**src/rtl/mysystem_reset_pkg.sv**
```systemverilog
// rtl/mysystem_reset_pkg.sv - shared types and constants for the reset sequencer
package mysystem_reset_pkg;

    typedef enum logic [1:0] {
        IDLE     = 2'd0,
        ASSERT   = 2'd1,
        WAIT_REL = 2'd2
    } state_e;

    localparam logic [2:0] ADDR_CAUSE = 3'd0;
    localparam logic [2:0] ADDR_COUNT = 3'd1;
    localparam logic [2:0] ADDR_SWRST = 3'd2;

    localparam int CAUSE_W   = 4;
    localparam int CAUSE_POR = 0;
    localparam int CAUSE_WDT = 1;
    localparam int CAUSE_EXT = 2;
    localparam int CAUSE_SW  = 3;

    localparam logic [7:0] SWRST_KEY = 8'hA5;

endpackage

```
**src/rtl/mysystem_reset_sync.sv**
```systemverilog
// rtl/mysystem_reset_sync.sv - two-flop synchronizer with configurable reset value
module mysystem_reset_sync #(
    parameter logic RESET_VAL = 1'b1
) (
    input  logic clk_i,
    input  logic reset_i,
    input  logic d_i,
    output logic q_o
);

    logic meta_q;
    logic sync_q;

    // Two back-to-back flops; both start at the "inactive" level so reset never looks like a request.
    always_ff @(posedge clk_i) begin
        if (reset_i) begin
            meta_q <= RESET_VAL;
            sync_q <= RESET_VAL;
        end else begin
            meta_q <= d_i;
            sync_q <= meta_q;
        end
    end

    assign q_o = sync_q;

endmodule

```
**src/rtl/mysystem_reset_ctrl.sv**
```systemverilog
// rtl/mysystem_reset_ctrl.sv - reset request merger, hold FSM, cause and event registers
module mysystem_reset_ctrl
    import mysystem_reset_pkg::*;
#(
    parameter int unsigned HOLD_CYCLES = 16
) (
    input  logic        clk,
    input  logic        reset,
    input  logic        wdt_resetrequest,
    input  logic        ext_reset_req_n,
    input  logic [2:0]  address,
    input  logic        chipselect,
    input  logic        write_n,
    input  logic [15:0] writedata,
    output logic [15:0] readdata,
    output logic        reset_out
);

    localparam logic [15:0] HOLD_LOAD = 16'(HOLD_CYCLES - 1);

    state_e               state_q, state_d;
    logic [15:0]          hold_q, hold_d;
    logic [CAUSE_W-1:0]   cause_q, cause_d;
    logic [15:0]          count_q, count_d;
    logic [15:0]          readdata_q, readdata_d;

    logic ext_req_n_sync;
    logic ext_req;
    logic wr_en;
    logic sw_req;
    logic any_req;
    logic event_start;
    logic [CAUSE_W-1:0] cause_set;
    logic [CAUSE_W-1:0] cause_clr;
    logic unused_wdata;

    mysystem_reset_sync #(
        .RESET_VAL (1'b1)
    ) u_ext_sync (
        .clk_i   (clk),
        .reset_i (reset),
        .d_i     (ext_reset_req_n),
        .q_o     (ext_req_n_sync)
    );

    assign ext_req = ~ext_req_n_sync;
    assign wr_en   = chipselect & ~write_n;
    assign sw_req  = wr_en && (address == ADDR_SWRST) &&
                     (writedata[15:8] == SWRST_KEY) && writedata[0];
    assign any_req = wdt_resetrequest | ext_req | sw_req;

    assign unused_wdata = ^writedata[7:4];

    // State and hold counter; power-on reset parks the FSM in ASSERT with a full hold.
    always_ff @(posedge clk) begin
        if (reset) begin
            state_q <= ASSERT;
            hold_q  <= HOLD_LOAD;
        end else begin
            state_q <= state_d;
            hold_q  <= hold_d;
        end
    end

    // Next-state logic: requests during ASSERT/WAIT_REL never reload the hold counter.
    always_comb begin
        state_d     = state_q;
        hold_d      = hold_q;
        event_start = 1'b0;
        case (state_q)
            IDLE: begin
                if (any_req) begin
                    state_d     = ASSERT;
                    hold_d      = HOLD_LOAD;
                    event_start = 1'b1;
                end
            end
            ASSERT: begin
                if (hold_q == 16'd0) begin
                    state_d = any_req ? WAIT_REL : IDLE;
                end else begin
                    hold_d = hold_q - 16'd1;
                end
            end
            WAIT_REL: begin
                if (!any_req) begin
                    state_d = IDLE;
                end
            end
            default: begin
                state_d = ASSERT;
                hold_d  = HOLD_LOAD;
            end
        endcase
    end

    assign reset_out = (state_q != IDLE);

    // Cause and counter next values: set beats write-1-to-clear, increment beats clear only as a 1.
    always_comb begin
        cause_set                = '0;
        cause_set[CAUSE_WDT]     = wdt_resetrequest;
        cause_set[CAUSE_EXT]     = ext_req;
        cause_set[CAUSE_SW]      = sw_req;
        cause_clr                = '0;
        if (wr_en && (address == ADDR_CAUSE)) begin
            cause_clr = writedata[CAUSE_W-1:0];
        end
        cause_d = (cause_q & ~cause_clr) | cause_set;

        count_d = count_q;
        if (wr_en && (address == ADDR_COUNT)) begin
            count_d = event_start ? 16'd1 : 16'd0;
        end else if (event_start && (count_q != 16'hFFFF)) begin
            count_d = count_q + 16'd1;
        end
    end

    // Cause and event registers; only power-on reset clears them, not reset_out.
    always_ff @(posedge clk) begin
        if (reset) begin
            cause_q            <= '0;
            cause_q[CAUSE_POR] <= 1'b1;
            count_q            <= 16'd0;
        end else begin
            cause_q <= cause_d;
            count_q <= count_d;
        end
    end

    // Read mux, sampled unconditionally every cycle.
    always_comb begin
        readdata_d = 16'd0;
        case (address)
            ADDR_CAUSE: readdata_d = {{(16 - CAUSE_W){1'b0}}, cause_q};
            ADDR_COUNT: readdata_d = count_q;
            default:    readdata_d = 16'd0;
        endcase
    end

    // Registered read data gives a fixed one-cycle read latency.
    always_ff @(posedge clk) begin
        if (reset) begin
            readdata_q <= 16'd0;
        end else begin
            readdata_q <= readdata_d;
        end
    end

    assign readdata = readdata_q;

endmodule
```
**config.mk**
```make
export PLATFORM = sky130hd
export DESIGN_NAME = mysystem_reset_ctrl
export DESIGN_NICKNAME = d
export VERILOG_FILES = /design/src/rtl/mysystem_reset_pkg.sv /design/src/rtl/mysystem_reset_sync.sv /design/src/rtl/mysystem_reset_ctrl.sv
export SDC_FILE = /design/constraint.sdc
export NUM_CORES = 1
export LEC_CHECK = 0
export BUFFER_PORTS_ARGS = -buffer_cell sky130_fd_sc_hd__buf_2
export CORE_MARGIN = 4
export CORE_UTILIZATION = 32
export CTS_BUF_LIST = sky130_fd_sc_hd__clkbuf_4 sky130_fd_sc_hd__clkbuf_8 sky130_fd_sc_hd__clkbuf_16
export DETAILED_ROUTE_END_ITERATION = 7
export GPL_TIMING_DRIVEN = 0
export REMOVE_ABC_BUFFERS = 1
export SYNTH_ARGS = -nofsm -noshare
export SYNTH_HDL_FRONTEND = slang
export SYNTH_SLANG_ARGS = --single-unit
```
**constraint.sdc**
```tcl
create_clock -name clk -period 4.1 [get_ports clk]
set_clock_uncertainty 0.1 [all_clocks]
set_input_delay 0.41 -clock clk [delete_from_list [all_inputs] [get_ports clk]]
set_output_delay 0.41 -clock clk [all_outputs]
set_load 0.005 [all_outputs]
```
==> flow_summary.json, run 1 <==
{
  "status": "finished clean",
  "worst_ep_required_time_ns": 4.26,
  "worst_pin_slew_ns": 1.11,
  "n_antenna_cell": 0,
  "area_growth_pct": 14.6,
  "synth.top_cells.by_area": "dfxtp_1, a21oi_1, or4_1",
  "crit_fanout": 15,
  "grt_pass1_wl_mm": 9.05,
  "max_clock_freq_ghz": 0.330,
  "yosys.area.top_type": "dfxtp_1",
  "start_util": 0.328,
  "drive_gt1_frac": 0.173,
  "cts_buffers": 5,
  "slowest_stage": "o21bai_1",
  "rows": 32,
  "slew_violations": 0,
  "clock_tree.root_cell": "clkbuf_8",
  "wl_met2_mm": 2.47,
  "rsz0062_at_grt": "false",
  "cp-start-kind": "primary input",
  "yosysWarnings": 0,
  "grt_usage": 0.114,
  "dp.cells": 412,
  "viasPerCell": 5.13,
  "clock_latency_ns": 0.32,
  "finalNetCount": 347,
  "grt_pass1_vias": 1955,
  "via_count": 2154,
  "hold_buffers": 0,
  "yosysTopAreaCellShare": 0.444,
  "overflow": 0,
  "yosysSeqAreaShare": 0.444,
  "rr_endpoint": "hold_q[1]",
  "drtAntennaViolNets": 0,
  "netlist_instances": 280,
  "grt_max_degree": 18,
  "synth_cell_types": 50,
  "clk_pin_slew_worst_paths_ns": 0.10,
  "power_density_nw_per_um2": 374,
  "post-cts-setup-buffer-count": 0,
  "cts.sinks": 56,
  "cp.depth": 6,
  "ys_ff_latch": 56,
  "vdd_drop_max_mv": 0.183,
  "p_leak_nw": 1.11,
  "die_x_um": 96.8,
  "ff2ff_setup_slack_ns": 1.51,
  "dr.pass1.iters": 4,
  "antenna_found_initial": 0,
  "routed_wl_mm": 5.22,
  "slowest_delay_ns": 0.94,
  "critPathCapture": "hold_q[3]",
  "final_cells": 420,
  "synth_area_um2": 2520,
  "rr_worst_depth": 6,
  "coreArea_um2": 7690,
  "crit_type": "primary input to flop",
  "fin_setup_tns_ns": 0,
  "fillers": 817,
  "hpwl_mm": 3.84,
  "cp.arrival_ns": 3.19,
  "place_congestion": 0.786,
  "dr.max_layer_used": "met4",
  "crit_chain": "buf_2 > or4b_4 > o41ai_4 > o21ai_1 > o21bai_1 > nand3b_1",
  "rr_startpoint": "state_q[1]",
  "synthArstFlopShare": 0,
  "pin_count": 42,
  "met3_length_um": 224,
  "maxCapViolCount": 0,
  "hold_violations": 0,
  "synth_top_flop_cell": "dfxtp_1",
  "drtIter0Drc": 53,
  "drt-wirelength-per-cell_um": 12.4,
  "crit_family": "compound AO/OA/AOI/OAI gates",
  "cts_buffer_depth": 2,
  "die-height_um": 96.8,
  "crit_start": "address[2]",
  "cts_tree": "built",
  "fin_util": 0.376,
  "io_buffers": 37,
  "finalSetupViolations": 0,
  "crit_buf_inv": 1,
  "hold_class": "primary input to flop",
  "postSynthAreaPerCell_um2": 9.02,
  "relSlewSlack": 0.258,
  "min_period_over_period": 0.739,
  "hp-start": "ext_reset_req_n",
  "holdWs_ns": 0.168,
  "h-tree-depth": 2,
  "end_kind": "flop",
  "wl_met1_mm": 2.45,
  "die_area_um2": 9380,
  "synth_enable_flop_cells": 0,
  "drc": 0,
  "whs_path_depth": 2,
  "ctsResizeCount": 0,
  "period_needed_ns": 3.03
}
-- cells in the mapped netlist (2+ instances only) --
master	count
nand2b_1	3
nor3_1	2
a21o_1	3
ha_1	5
nand4b_1	3
or2_2	3
or3_1	10
inv_1	10
nor4_1	8
a21oi_1	23
nor2b_1	2
or4_1	14
or3_2	2
nand4_1	8
o31ai_1	9
dfxtp_1	56
mux2i_1	7
xnor2_1	2
o41ai_1	2
and3_1	2
clkbuf_1	4
o21ai_0	10
nand3_1	12
and2_1	11
nor2_1	21
o221ai_1	2
nand2_1	19
xor2_1	5
-- where the power goes --
group          internal, W  switching [W]
clock network     0.000129       0.000188
registers         0.000565      0.0000176
logic            0.0000723       0.000112
-- cells by family (layout without fill, tap and decap cells) --
| logic type | Yosys count | count (layout) | share of synthesized area |
|---|---|---|---|
| AO/OA/AOI/OAI | 59 | 59 | 0.157 |
| XOR/XNOR | 7 | 7 | 0.0243 |
| flip-flops | 56 | 56 | 0.444 |
| adder cells (fa/ha/maj) | 5 | 5 | 0.0248 |
| multiplexers | 7 | 7 | 0.0278 |
| buffers and inverters | 18 | 56 | 0.0307 |
| AND/OR/NAND/NOR | 128 | 128 | 0.291 |
-- per-layer routing --
metal / vias to the layer above / global-route usage
li1: 1109 / -
met1: 1007 / 0.142
met3: 7 / 0.0288
met5: - / 0
met4: 0 / 0.0389
met2: 31 / 0.190
-- worst min-delay path by stage --
stage / endpoint / slack [ns]
4_1_cts: u_ext_sync.meta_q / 0.16
3_3_place_gp: u_ext_sync.q_o / 0.29
6_report: u_ext_sync.meta_q / 0.17
2_1_floorplan: u_ext_sync.q_o / 0.29
5_1_grt: u_ext_sync.meta_q / 0.17
3_5_place_dp: u_ext_sync.q_o / 0.30
-- sequential cells by signal, indices dropped and copies added, names as in the netlist --
signal / count
readdata: 16
cause_q: 4
u_ext_sync.meta_q: 1
state_q: 2
count_q: 16
hold_q: 16
u_ext_sync.q_o: 1
-- through the flow --
stage / setup slack, ns / area [µm²] / power, W
floorplan: 1.30 / 2490 / 0.000724
global placement: 0.746 / 2800 / 0.000774
detailed placement: 0.732 / 2800 / 0.000779
CTS: 1.07 / 2890 / 0.00109
global route: 0.804 / 2890 / 0.00114
finish: 1.07 / 2890 / 0.00108
-- area by class of cell --
type	count	area, µm²	share of cell area
multi-input combinational	206	1330	0.458
sequential	56	1120	0.387
timing repair buffer	37	185	0.0640
clock buffer	6	76.3	0.0264
inverter	11	41.3	0.0143
clock inverter	2	16.3	0.00562
tap	102	128	0.0441
-- cell usage in the layout (no fill, tap or decap), types with 11 or more instances in the layout --
cell,n
dfxtp_1,56
buf_2,37
and2_1,11
nor2_1,21
nand3_1,12
a21oi_1,23
nand2_1,19
or4_1,14
Power figures use the tool's default switching activity.
==> run 2, diff against run 1 <==
--- a/config.mk
+++ b/config.mk
@@ -5,6 +5,7 @@
 export SDC_FILE = /design/constraint.sdc
 export NUM_CORES = 1
 export LEC_CHECK = 0
+export ABC_AREA = 1
 export BUFFER_PORTS_ARGS = -buffer_cell sky130_fd_sc_hd__buf_2
 export CORE_MARGIN = 4
 export CORE_UTILIZATION = 32
==> constraint.sdc (replaced) <==
create_clock -name clk -period 2.5 [get_ports clk]
set_clock_uncertainty 0.1 [all_clocks]
set_input_delay 0.25 -clock clk [delete_from_list [all_inputs] [get_ports clk]]
set_output_delay 0.25 -clock clk [all_outputs]
set_load 0.005 [all_outputs]
==> run 2 against run 1 <==
  * Design area increased by 20%
  * Setup slack got worse by 0.64 ns
  * Register-to-register slack got worse by 1.1 ns
  * Clock power increased by 63%
  * Power increased by 85%
  * Largest cell class unchanged
  * Largest power group unchanged
  * Highest routed layer unchanged
==> flow_summary.json, run 2 <==
{
  "n_antenna_cell": 0,
  "yosysTopAreaCellShare": 0.361,
  "most-common-layout-cells": "nand2_1, nor2_1, inv_1",
  "antenna_found_initial": 0,
  "yosys.area.top_type": "dfxtp_1",
  "relSlewSlack": 0.432,
  "crit_chain": "ha_1 > nand3_1 > nor3_1 > nand2_1 > nand3_2 > nand2_2 > nand2_1 > a21oi_1",
  "cpMostUsedCell": "nand2_1",
  "dp.cells": 615,
  "die_area_um2": 11300,
  "synth_enable_flop_cells": 0,
  "synth_cell_types": 29,
  "clk_pin_slew_worst_paths_ns": 0.11,
  "finalPower_w": 0.00200,
  "max_clock_freq_ghz": 0.482,
  "crit_buf_inv": 0,
  "via_count": 2829,
  "cts_tree": "built",
  "pin_count": 42,
  "yosysWarnings": 0,
  "slew_violations": 0,
  "cp.depth": 8,
  "synth_compound_area_frac": 0.0827,
  "status": "finished clean",
  "maxCapViolCount": 0,
  "cts.sinks": 56,
  "crit_type": "flop to flop",
  "slowest_delay_ns": 0.41,
  "synth_simple_gate_area_share": 0.426,
  "muxShareOfSynthArea": 0,
  "cp-start-kind": "flop",
  "overflow": 0,
  "grt_usage": 0.129,
  "fillers": 1011,
  "place_congestion": 0.812,
  "synth.top_cells.by_area": "dfxtp_1, nand2_1, nor2_1",
  "final_cells": 623,
  "synth.most_common_cell": "nand2_1",
  "slowest_stage": "dfxtp_1",
  "synth_top_flop_cell": "dfxtp_1",
  "period_needed_ns": 2.08,
  "die_x_um": 106,
  "end_kind": "flop",
  "io_buffers": 37,
  "die-height_um": 106,
  "grt_pass1_vias": 2775,
  "hold_violations": 0,
  "dr.pass1.iters": 5,
  "viasPerCell": 4.54,
  "post-cts-setup-buffer-count": 0,
  "synth_area_um2": 3100,
  "vdd_drop_max_mv": 0.331,
  "grt_max_degree": 39,
  "synthArstFlopShare": 0,
  "rr_worst_depth": 8,
  "ys_ff_latch": 56,
  "cts_buffers": 5,
  "final_common_cell": "nand2_1",
  "synth_top_family_by_area": "simple AND/OR/NAND/NOR gates",
  "drive_gt1_frac": 0.188,
  "min_period_over_period": 0.830,
  "clock_tree.root_cell": "clkbuf_8",
  "routed_wl_mm": 6.87,
  "finalSetupViolations": 0,
  "h-tree-depth": 2,
  "grt_pass1_wl_mm": 12.2,
  "worst_pin_slew_ns": 0.851,
  "drc": 0,
  "synth_xor_area_frac": 0.0113,
  "drt-wirelength-per-cell_um": 11.0,
  "drtIter0Drc": 74,
  "yosysSeqAreaShare": 0.361,
  "p_leak_nw": 1.52,
  "cp.arrival_ns": 2.14,
  "rsz0062_at_grt": "false",
  "fin_setup_tns_ns": 0,
  "ctsResizeCount": 0,
  "netlist_instances": 461,
  "cts_buffer_depth": 2,
  "crit_fanout": 11,
  "coreArea_um2": 9330,
  "start_util": 0.333,
  "rows": 35,
  "worst_ep_required_time_ns": 2.56,
  "hold_class": "primary input to flop",
  "hold_buffers": 0,
  "hpwl_mm": 5.03,
  "synth_commonest_cells": "nand2_1, nor2_1, inv_1, dfxtp_1, nand3_1",
  "drtAntennaViolNets": 0,
  "postSynthAreaPerCell_um2": 6.73,
  "fin_util": 0.372,
  "power_density_nw_per_um2": 577,
  "area_growth_pct": 11.8,
  "clock_latency_ns": 0.31,
  "crit_family": "simple AND/OR/NAND/NOR gates",
  "finalNetCount": 523,
  "synth_fa_ha_area_frac": 0.0202,
  "whs_path_depth": 2
}
[run 2: changes by cell type in the layout (fill, tap and decap cells not counted), sizes merged, moves of 5 or more]
cell / delta
nand3: +31
nand4: +9
nor4: -8
or3: -12
nor3: +13
and2: -11
nand2: +101
o31ai: -9
inv: +53
nor2: +62
or4: -15
mux2i: -7
o21bai: +5
[run 2: cell type report]
type	instances	area [µm²]	area share
multi-input cells	331	1680	0.483
clock inverters	3	22.5	0.00650
inverters	62	233	0.0671
clock buffers	5	68.8	0.0198
well taps	129	161	0.0466
flip-flops and latches	56	1120	0.323
repair buffers	37	185	0.0534
[run 2: cell families after synthesis]
group / Yosys count
xor+xnor: 4
simple gates: 282
fa+ha+maj: 5
flops: 56
compound gates: 40
buf+inv: 74
[run 2: path summary, 6_finish.rpt]
path	start	endpoint	slack, ns
setup / recovery	count_q[0]	count_q[15]	0.42
setup reg to reg	count_q[0]	count_q[15]	0.42
hold / removal	ext_reset_req_n	u_ext_sync.meta_q	0.02
hold reg to reg	u_ext_sync.meta_q	u_ext_sync.q_o	0.33
[run 2: where the power goes]
group	switching, W	internal [W]
Sequential	0.0000413	0.000940
Combinational	0.000356	0.000148
Clock	0.000314	0.000202
[run 2: per-layer routing]
layer / track usage / share of wire / wire length, µm
met2: 0.234 / 0.51 / 3520
met1: 0.158 / 0.45 / 3090
met3: 0.0219 / 0.029 / 199
met5: 0 / 0 / 0
met4: 0.0329 / 0.0083 / 57
[run 2: stage by stage]
| step | setup WS (ns) | hold slack, ns | cell area, µm² |
|---|---|---|---|
| after floorplan | 0.857 | 0.212 | 3030 |
| after global placement | 0.444 | 0.298 | 3380 |
| after detailed placement | 0.433 | 0.311 | 3380 |
| after CTS | 0.415 | 0.0181 | 3470 |
| after global routing | 0.172 | 0.0166 | 3470 |
| final | 0.424 | 0.0231 | 3470 |
[run 2: worst reg2reg max path, cell delays in order (launching register included)]
cell and delay [ns]:
dfxtp_1 0.41, ha_1 0.21, nand3_1 0.11, nor3_1 0.27, nand2_1 0.32, nand3_2 0.26
nand2_2 0.12, nand2_1 0.08, a21oi_1 0.05
==> run 3, diff against run 2 <==
==> constraint.sdc (replaced) <==
create_clock -name clk -period 2.1 [get_ports clk]
set_clock_uncertainty 0.1 [all_clocks]
set_input_delay 0.21 -clock clk [delete_from_list [all_inputs] [get_ports clk]]
set_output_delay 0.21 -clock clk [all_outputs]
set_load 0.005 [all_outputs]
==> run 3 against run 2 <==
  * Maximum frequency increased by 8.4%
  * Wire length grew 0.15%
  * Largest cell class unchanged
  * Final cell count increased by 0.16%
  * Design area grew 0.58%
  * Die area stayed put
  * Sequential cell count did not move
  * Sequential power grew 19%
  * Clock-buffer cell count unchanged
  * Global-route usage is essentially flat
  * Critical path type unchanged
  * Sequential share of layout area shrank 0.19 points
  * Non-clock buffer count grew 1
  * Highest routed layer unchanged
==> flow_summary.json, run 3 (synthesis results as in run 2) <==
{
  "status": "finished clean",
  "hpwl_mm": 5.03,
  "relSlewSlack": 0.428,
  "drtIter0Drc": 85,
  "routed_wl_mm": 6.88,
  "cp.arrival_ns": 2.06,
  "clock_tree.root_cell": "clkbuf_8",
  "viasPerCell": 4.54,
  "drc": 0,
  "drive_gt1_frac": 0.194,
  "pin_count": 42,
  "coreArea_um2": 9330,
  "die-height_um": 106,
  "regArea_um2": 1120,
  "fillers": 1010,
  "drtAntennaViolNets": 0,
  "hold_class": "primary input to flop",
  "n_antenna_cell": 0,
  "die_x_um": 106,
  "clock_latency_ns": 0.31,
  "worst_pin_slew_ns": 0.858,
  "place_congestion": 0.812,
  "crit_buf_inv": 2,
  "drt-wirelength-per-cell_um": 11.0,
  "overflow": 0,
  "die_area_um2": 11300,
  "cp-start-kind": "flop",
  "cts_buffers": 5,
  "finalSetupViolations": 0,
  "rsz0062_at_grt": "false",
  "finalNetCount": 524,
  "multi_input_area_um2": 1690,
  "fin_setup_tns_ns": 0,
  "h-tree-depth": 2,
  "rows": 35,
  "crit_type": "flop to flop",
  "vdd_drop_max_mv": 0.404,
  "crit_family": "simple AND/OR/NAND/NOR gates",
  "crit_chain": "inv_1 > ha_1 > nand3_4 > nor2_4 > nand3_2 > nand2_2 > inv_2 > nand2_4 > nand2_1 > a21oi_2",
  "period_needed_ns": 1.91,
  "grt_pass1_vias": 2786,
  "via_count": 2832,
  "hold_violations": 0,
  "start_util": 0.333,
  "most-common-layout-cells": "nand2_1, nor2_1, inv_1",
  "p_leak_nw": 1.52,
  "power_density_nw_per_um2": 684,
  "min_period_over_period": 0.911,
  "fin_util": 0.374,
  "max_clock_freq_ghz": 0.522,
  "worst_ep_required_time_ns": 2.24,
  "maxCapViolCount": 0,
  "clk_pin_slew_worst_paths_ns": 0.10,
  "end_kind": "flop",
  "cts_buffer_depth": 2,
  "final_common_cell": "nand2_1",
  "slowest_delay_ns": 0.34,
  "cts_tree": "built",
  "io_buffers": 37,
  "grt_max_degree": 39,
  "cts.sinks": 56,
  "grt_usage": 0.130,
  "grt_pass1_wl_mm": 12.3,
  "area_growth_pct": 12.4,
  "slowest_stage": "dfxtp_1",
  "crit_fanout": 16,
  "holdWs_ns": 0.0485,
  "dr.pass1.iters": 5,
  "slew_violations": 0,
  "antenna_found_initial": 0
}
## run 3: changes by cell type in the layout (fill, tap and decap cells not counted)
cell | before | now
dlygate4sd3_1 | 0 | 1
ha_1 | 5 | 4
ha_2 | 0 | 1
nand2_1 | 101 | 100
nand2_2 | 16 | 17
nor3_1 | 15 | 14
nor3_2 | 0 | 1
## run 3: through the flow
stage | setup slack, ns | area, µm² | std cells | power [W]
after global placement | 0.0442 | 3380 | 615 | 0.00178
after CTS | 0.0149 | 3480 | 624 | 0.00243
after detailed placement | 0.0328 | 3380 | 615 | 0.00180
after global routing | 0.00243 | 3490 | 624 | 0.00257
after floorplan | 0.457 | 3030 | 449 | 0.00162
final | 0.186 | 3490 | 624 | 0.00238
## run 3: worst paths after layout
| check | cells after the start | start | end | slack, ns |
|---|---|---|---|---|
| max reg2reg | 10 | hold_q[0] | hold_q[12] | 0.19 |
| min reg2reg | 1 | u_ext_sync.meta_q | u_ext_sync.q_o | 0.33 |
| max | 10 | hold_q[0] | hold_q[12] | 0.19 |
| min | 3 | wdt_resetrequest | cause_q[1] | 0.05 |
## run 3: layer usage
metal  global-route usage  wire length (µm)  up-vias
met5                    0                 0        -
met4               0.0329                55        0
met3               0.0219               191        6
met2                0.235              3550       34
met1                0.158              3080     1272
li1                     -                 -     1520
## run 3: cell type report
| type | count | share of cell area |
|---|---|---|
| flip-flops and latches | 56 | 0.321 |
| inverters | 62 | 0.0667 |
| repair buffers | 38 | 0.0560 |
| well taps | 129 | 0.0463 |
| multi-input cells | 331 | 0.483 |
| clock buffers | 5 | 0.0197 |
| clock inverters | 3 | 0.00646 |
## run 3: worst min-delay path: stages
cell and delay [ns]:
buf_2 0.11, inv_1 0.04, a21oi_1 0.05
## run 3: report_power, final
part,total [W],internal (W),leakage (nW),switching [W]
Combinational,0.000605,0.000181,1.02,0.000424
Clock,0.000611,0.000240,0.0485,0.000371
Sequential,0.00117,0.00112,0.453,0.0000490
## run 3: what timing repair did
item	CTS	global route
buffers inserted	0	0
resized for setup	0	3
endpoints found under the hold margin	1	0
setup endpoints to repair	0	30
hold buffers	1	0
